==> src/rtl/regfile_pkg.sv <==
// Shared defaults and types for the scoreboarded integer register file.
package regfile_pkg;

  localparam int XLEN_DEF   = 32;
  localparam int NREGS_DEF  = 32;
  localparam int ADDR_W_DEF = $clog2(NREGS_DEF);
  localparam int REG_ZERO   = 0;

  typedef logic [ADDR_W_DEF-1:0] reg_addr_t;

endpackage

==> src/rtl/regfile_read_port.sv <==
// One combinational read port: stored data and busy bit, with optional write-through
// forwarding from writeback when REGFILE_BYPASS_EN is defined. Zero latency, no backpressure.
module regfile_read_port
  import regfile_pkg::*;
#(
  parameter int XLEN   = XLEN_DEF,
  parameter int NREGS  = NREGS_DEF,
  parameter int ADDR_W = $clog2(NREGS)
) (
  input  logic [ADDR_W-1:0]           addr,
  input  logic [NREGS-1:0][XLEN-1:0]  regs,
  input  logic [NREGS-1:0]            busy,
  input  logic                        wr_en,
  input  logic [ADDR_W-1:0]           wr_addr,
  input  logic [XLEN-1:0]             wr_data,
  input  logic                        iss_en,
  input  logic [ADDR_W-1:0]           iss_addr,
  output logic [XLEN-1:0]             rd_data,
  output logic                        rd_busy
);

`ifdef REGFILE_BYPASS_EN
  localparam logic [ADDR_W-1:0] ZERO = ADDR_W'(REG_ZERO);

  // Entry 0 of regs/busy is tied to zero by the owner, so x0 needs no special case here.
  always_comb begin
    rd_data = regs[addr];
    rd_busy = busy[addr];
    if (wr_en && (wr_addr != ZERO) && (wr_addr == addr)) begin
      rd_data = wr_data;
      rd_busy = iss_en && (iss_addr == addr);
    end
  end
`else
  logic unused_bypass;
  assign unused_bypass = ^{wr_en, wr_addr, wr_data, iss_en, iss_addr};

  always_comb begin
    rd_data = regs[addr];
    rd_busy = busy[addr];
  end
`endif

endmodule

==> src/rtl/regfile_scoreboard.sv <==
// Register file (2 comb reads, 1 sync write, x0 = 0) with per-register busy scoreboard and LED tap.
// Writes visible next cycle, or same cycle with REGFILE_BYPASS_EN; no backpressure (decode stalls on busy).
module regfile_scoreboard
  import regfile_pkg::*;
#(
  parameter int XLEN    = XLEN_DEF,
  parameter int NREGS   = NREGS_DEF,
  parameter int ADDR_W  = $clog2(NREGS),
  parameter int LED_REG = 1,
  parameter int LED_W   = 5
) (
  input  logic              clock,
  input  logic              reset_n,
  input  logic [ADDR_W-1:0] rs1,
  input  logic [ADDR_W-1:0] rs2,
  output logic [XLEN-1:0]   rs1_data,
  output logic [XLEN-1:0]   rs2_data,
  output logic              rs1_busy,
  output logic              rs2_busy,
  input  logic              issue_valid,
  input  logic [ADDR_W-1:0] issue_rd,
  input  logic [ADDR_W-1:0] rd,
  input  logic [XLEN-1:0]   data,
  input  logic              reg_write,
  output logic [LED_W-1:0]  led
);

  logic [NREGS-1:1][XLEN-1:0] regs_q;
  logic [NREGS-1:1]           busy_q;
  logic [NREGS-1:0][XLEN-1:0] regs_all;
  logic [NREGS-1:0]           busy_all;

  assign regs_all = {regs_q, {XLEN{1'b0}}};
  assign busy_all = {busy_q, 1'b0};

  // A new producer issued in the same cycle supersedes the one retiring.
  always_ff @(posedge clock or negedge reset_n) begin
    if (!reset_n) begin
      regs_q <= '0;
      busy_q <= '0;
    end else begin
      for (int r = 1; r < NREGS; r++) begin
        if (reg_write && (rd == ADDR_W'(r)))
          regs_q[r] <= data;
        if (issue_valid && (issue_rd == ADDR_W'(r)))
          busy_q[r] <= 1'b1;
        else if (reg_write && (rd == ADDR_W'(r)))
          busy_q[r] <= 1'b0;
      end
    end
  end

  regfile_read_port #(.XLEN(XLEN), .NREGS(NREGS), .ADDR_W(ADDR_W)) u_port1 (
    .addr     (rs1),
    .regs     (regs_all),
    .busy     (busy_all),
    .wr_en    (reg_write),
    .wr_addr  (rd),
    .wr_data  (data),
    .iss_en   (issue_valid),
    .iss_addr (issue_rd),
    .rd_data  (rs1_data),
    .rd_busy  (rs1_busy)
  );

  regfile_read_port #(.XLEN(XLEN), .NREGS(NREGS), .ADDR_W(ADDR_W)) u_port2 (
    .addr     (rs2),
    .regs     (regs_all),
    .busy     (busy_all),
    .wr_en    (reg_write),
    .wr_addr  (rd),
    .wr_data  (data),
    .iss_en   (issue_valid),
    .iss_addr (issue_rd),
    .rd_data  (rs2_data),
    .rd_busy  (rs2_busy)
  );

  assign led = ~regs_all[LED_REG][LED_W-1:0];

endmodule
==> config.mk <==
export PLATFORM = sky130hd
export DESIGN_NAME = regfile_scoreboard
export DESIGN_NICKNAME = d
export VERILOG_FILES = /design/src/rtl/regfile_pkg.sv /design/src/rtl/regfile_read_port.sv /design/src/rtl/regfile_scoreboard.sv
export SDC_FILE = /design/constraint.sdc
export NUM_CORES = 2
export LEC_CHECK = 0
export BUFFER_PORTS_ARGS = -buffer_cell sky130_fd_sc_hd__buf_2
export CAP_MARGIN = 20
export CELL_PAD_IN_SITES_DETAIL_PLACEMENT = 1
export CELL_PAD_IN_SITES_GLOBAL_PLACEMENT = 2
export CORE_MARGIN = 4
export CORE_UTILIZATION = 41
export CTS_CLUSTER_DIAMETER = 40
export DETAILED_ROUTE_END_ITERATION = 12
export PLACE_DENSITY = 0.77
export RECOVER_POWER = 50
export REMOVE_ABC_BUFFERS = 1
export SYNTH_ARGS = -nofsm -noshare
export SYNTH_HDL_FRONTEND = slang
export SYNTH_SLANG_ARGS = --single-unit
export TNS_END_PERCENT = 1
==> constraint.sdc <==
create_clock -name clock -period 7.35 [get_ports clock]
set_input_delay 1.47 -clock clock [delete_from_list [all_inputs] [get_ports clock]]
set_output_delay 1.47 -clock clock [all_outputs]
set_load 0.005 [all_outputs]
Word level (Yosys, flattened, before mapping)
Index checks and enable logic that the tools add are counted.
{ "word_totals": {"input_bits": 56, "wordCells": 290, "reg_bits": 1023} }
{ "classes": {"n_mux": 70, "n_lt_le_gt_ge": 2, "eq_ne": 62, "bitwise": 1, "reduce_logical": 93} }
{ "op_table": {"columns": ["cell", "n"], "rows": [
  ["binary-select mux 32 bit (select 5 bit)", 2],
  ["== test 5 bit (second input constant)", 32],
  ["== test 5 x 4 -> 1 bit (second input constant)", 16],
  ["two-way mux 1 bit", 64],
  ["two-way mux 32 bit", 2],
  ["logical AND 1 bit", 62],
  ["nonzero test 2 bit", 31],
  ["== test 5 x 3 -> 1 bit (second input constant)", 8],
  ["== test 5 x 2 -> 1 bit (second input constant)", 4],
  ["less-than comparator 5 x 6 -> 1 bit (second input constant)", 2],
  ["binary-select mux 1 bit (select 5 bit)", 2],
  ["== test 5 x 1 -> 1 bit (second input constant)", 2],
  ["NOT 5 bit", 1]
]} }

Longest topological paths before layout
{ "logic_depth": {"word_depth": 4, "depth_mapped": 8, "mapped_depth_nobuf": 4} }

Hierarchy
From an unflattened synthesis, not the netlist that was laid out.
{ "unflattened": {"cells_unflattened": 4726, "hier_area_um2": 56823.2} }
{ "modules_own_cells": {"columns": ["mod", "seq_area_each_um2", "instances", "area_each_um2", "cells_each"], "rows": [
  ["regfile_scoreboard", 25599.6, 1, 38360.5, 2332],
  ["regfile_read_port", 0.0, 2, 9231.4, 1197]
]} }

Worst setup path after synthesis
OpenSTA, ideal clock, no wires.
{ "synth_path": {"kind": "input port to output port", "start": "input port rs1[0]", "end": "output port rs1_data[10]", "path_stages": 7, "setup_slack_ns": 2.934, "t_arrival_ns": 2.946, "cell_sequence": "buf_2 > buf_6 > buf_2 > mux4_2 > a22o_1 > o21ai_1 > o31ai_1"} }
{ "synth_between": {"elab_chain_cells": 2} }
{ "synth_rtl": {"columns": ["item", "line_no", "source"], "rows": [
  ["start: declaration", "regfile_scoreboard.sv:14", "input logic [ADDR_W-1:0] rs1,"],
  ["binary-select mux 32 bit (select 5 bit)", "regfile_read_port.sv:39", "rd_data = regs[addr];"],
  ["two-way mux 32 bit (implied by the code)", "regfile_read_port.sv:39", null],
  ["end: declaration", "regfile_scoreboard.sv:16", "output logic [XLEN-1:0] rs1_data,"]
]} }
Every way passes these cells. The select of a mux whose other input is x is not followed.

Worst setup path after layout
{ "layout_path": {"start": "input port rs2[2]", "end": "output port rs2_data[20]"} }
{ "layout_between": {"elab_chain_cells": 2} }
{ "layout_rtl": {"columns": ["item", "line_no", "source"], "rows": [
  ["start: declaration", "regfile_scoreboard.sv:15", "input logic [ADDR_W-1:0] rs2,"],
  ["binary-select mux 32 bit (select 5 bit)", "regfile_read_port.sv:39", null],
  ["two-way mux 32 bit (implied by the code)", "regfile_read_port.sv:39", null],
  ["end: declaration", "regfile_scoreboard.sv:17", "output logic [XLEN-1:0] rs2_data,"]
]} }
Every way passes these cells. The select of a mux whose other input is x is not followed.

==> metrics.md <==
| Metric | Value |
|---|---|
| Startpoint class of the critical path | input port |
| Hold Crit Endpoint | regs_all[899] |
| Register bit total from synthesis | 1023 |
| Seq/Total Area, Yosys | 0.465 |
| Area Growth Syn to Fin | 14.7% |
| Clock slew at the register clock pins of the worst setup and hold paths | about 0.050 ns |
| Wire length after detailed routing | about 180000 um |
| YS warnings | 0 |
| Clock sink count | around 1000 |
| Kind of critical path | in -> out |
| Post-CTS Resized | 0 |
| Drt drc | 0 |
| Req. time, crit path | 5.88 ns |
| Root Buffer | clkbuf_16 |
| Yosys top cell area share | 0.465 |
| WL/cell | roughly 32 um |
| Reg-to-Reg Start | regs_all[32] |
| Hold Crit Depth | 1 |
| Core Area | between 100000 and 150000 um^2 |
| Highest cell delay on the worst timing path | 0.79 ns |
| Cells after synthesis | between 3000 and 4000 |
| Full die area | around 140000 um^2 |
| VDD IR max | 0.202 mV |
| Leak | roughly 27 nW |
| DP Wirelength | 106000 um |
| Num rows | approximately 130 |
| Buffer count from post-CTS setup fixing | 0 |
| Final setup fails | 0 |
| CTS tree | yes |
| Top post-synthesis cells by area | dfrtp_1 (47%), mux2_2 (21%), mux4_2 (16%) |
| Hold Vio Cnt, Final | 0 |
| EDFF count, synth | 0 |
| Hold-fix buffers at CTS | 0 |
| Initial drt markers | 3008 |
| CP cell instances | buf_8 -> nand2b_2 -> buf_4 -> o22ai_1 -> a211oi_1 -> o31ai_1 -> buf_2 |
| Worst EP arrival | 4.47 ns |
| Gr usage total | 0.256 |
| WP buf/inv | 3 |
| Die H | 374 um |
| Max Slew Vio Count | 137 |
| Final Power | between 15 and 20 mW |
| Top-count cell post-synth | dfrtp_1 |
| Synth cell types | 34 |
| Area of the mapped netlist | roughly 55000 um^2 |
| Starting Density | 0.412 |
| PwrDens | between 300 and 400 nW/um^2 |
| Outcome | finished with violations |
| Reg-to-reg critical path endpoint | regs_all[32] |
| Placed Cells | 5333 |
| Non-filler cells, final | 5638 |
| Clk_lat worst skew | 0.78 ns |
| HP Start | regs_all[899] |
| Slew HR | -2.48 |
| Synth Area per Inst | between 10 and 15 um^2 |
| RSZ-0062 raised after global routing | false |
| Die width | 374 um |
| Async S/R FF share, synth | 1.00 |
| Max_cap viols | 4 |
| Largest net degree at the start of global routing | ~150 |
| Vias in the first global route | approximately 39000 |
| Crit-path leading delay family | buffers and inverters |
| Via count | around 36000 |
| Reg2Reg Setup Slack | approximately 6.5 ns |
| Final nets | roughly 3800 |
| Overflow after GRT | 0 |
| Num CTS Buffers | roughly 170 |
| Failing checks | capacitance limit, slew limit |
| Area leader, netlist | dfrtp_1 |
| Commonest cells post-synth | dfrtp_1 (1023), mux2_2 (1010), mux4_2 (396) |
| FILL cells | between 10000 and 15000 |
| Multi-input combinational cell area | 27600 um^2 |
| # IOs | about 130 |
| Synth Flop Type | dfrtp_1 |
| Routability Congestion | between 0.7 and 0.8 |
| Setup_tns | 0 ns |
| Post-route ant nets | 0 |
| Worst slew pin tran | roughly 5.2 ns |
| Register area | approximately 26000 um^2 |
| Utilization after layout | 0.473 |
| HP Class | reg -> reg |
| Initial antenna violation count | 8 |
| Worst R2R Path Depth | 1 |
| Layout cell share with drive strength beyond 1 | 0.506 |
| Highest clock rate | ~170 MHz |
| DRT Pass-1 Iters | 5 |
| Global-route wire length before repair | between 200000 and 300000 um |
| Largest fanout on the critical path | 77 |
| Worst hold margin | around 0.51 ns |
| Clock Path Buffers | 3 |
| Worst clock skew | 0 ns |
| Final period utilization | 0.809 |
| CTS HTree Levels | 4 |
| Fin crit period | 5.94 ns |
| CP Capture Type | output pin |
| Vias per inst | between 6 and 7 |
| Crit path max-delay cell type | o31ai_1 |
| Port Buffers | 126 |
registers in the layout (all words and copies together), names as in the netlist:
register / count
busy_q: 31
regs_all: 992
worst max path at each step:
stage | startpoint | endpoint | slack, ns | cells past startpoint
5_1_grt | reset_n | regs_all[545] | 0.77 | 1
6_report | rs2[2] | rs2_data[20] | 1.41 | 7
3_3_place_gp | rs2[2] | rs2_data[20] | 1.34 | 7
3_5_place_dp | rs2[2] | rs2_data[20] | 1.40 | 7
4_1_cts | rs2[2] | rs2_data[20] | 1.45 | 7
2_1_floorplan | rs2[1] | rs2_busy | 2.66 | 4
cells in the final DEF (no fill, tap or decap), drive strengths merged:
master	count
mux4	396
a211oi	66
clkinv	38
inv	44
nand2	18
or2	1
nand4	6
dfrtp	1023
nor4	1
buf	218
mux2	1058
a32o	4
nor2	19
nor2b	11
or4	2
o22ai	75
a22o	206
o32ai	3
nor3	2
and2	70
mux2i	198
diode	2
clkbuf	203
and3	4
o31ai	69
bufinv	27
nand3	6
nand2b	6
clkinvlp	19
nand4b	1
o21ai	73
clkdlybuf4s25	1
stage by stage:
| stage | instance area (um^2) | setup WS, ns |
|---|---|---|
| 6_report | 63100 | 1.41 |
| 3_3_place_gp | 57100 | 1.34 |
| 4_1_cts | 63100 | 1.45 |
| 2_1_floorplan | 53100 | 2.66 |
| 5_1_grt | 63100 | 0.772 |
| 3_5_place_dp | 57100 | 1.40 |
cell families (layout without fill, tap and decap cells):
logic type	count (synthesis)	in the layout	synth area share
simple gates	147	147	0.0156
compound gates	496	496	0.0676
buf+inv	440	550	0.0370
flops	1023	1023	0.465
mux	1652	1652	0.415
other cells	0	2	0
report_power, final:
part / switching (mW) / leakage, nW / total [mW] / internal, mW
registers: 0.828 / 13.0 / 7.58 / 6.75
logic: 1.44 / 11.5 / 3.50 / 2.06
clock network: 3.01 / 2.90 / 8.39 / 5.38
layout make-up:
class,instances,area share
inverter,24,0.00143
timing repair buffer,223,0.0258
multi-input combinational,2295,0.437
sequential,1023,0.406
antenna,2,0.0000793
clock inverter,104,0.0236
tap,1768,0.0351
clock buffer,199,0.0716
per-layer routing:
layer / part of all wire / vias to the layer above / GRT usage
met5: 0.00015 / - / 0
met4: 0.035 / 4 / 0.0884
met3: 0.062 / 340 / 0.0542
met2: 0.47 / 1182 / 0.409
met1: 0.43 / 19600 / 0.348
li1: - / 14600 / -
(Power assumes the default switching activity.)
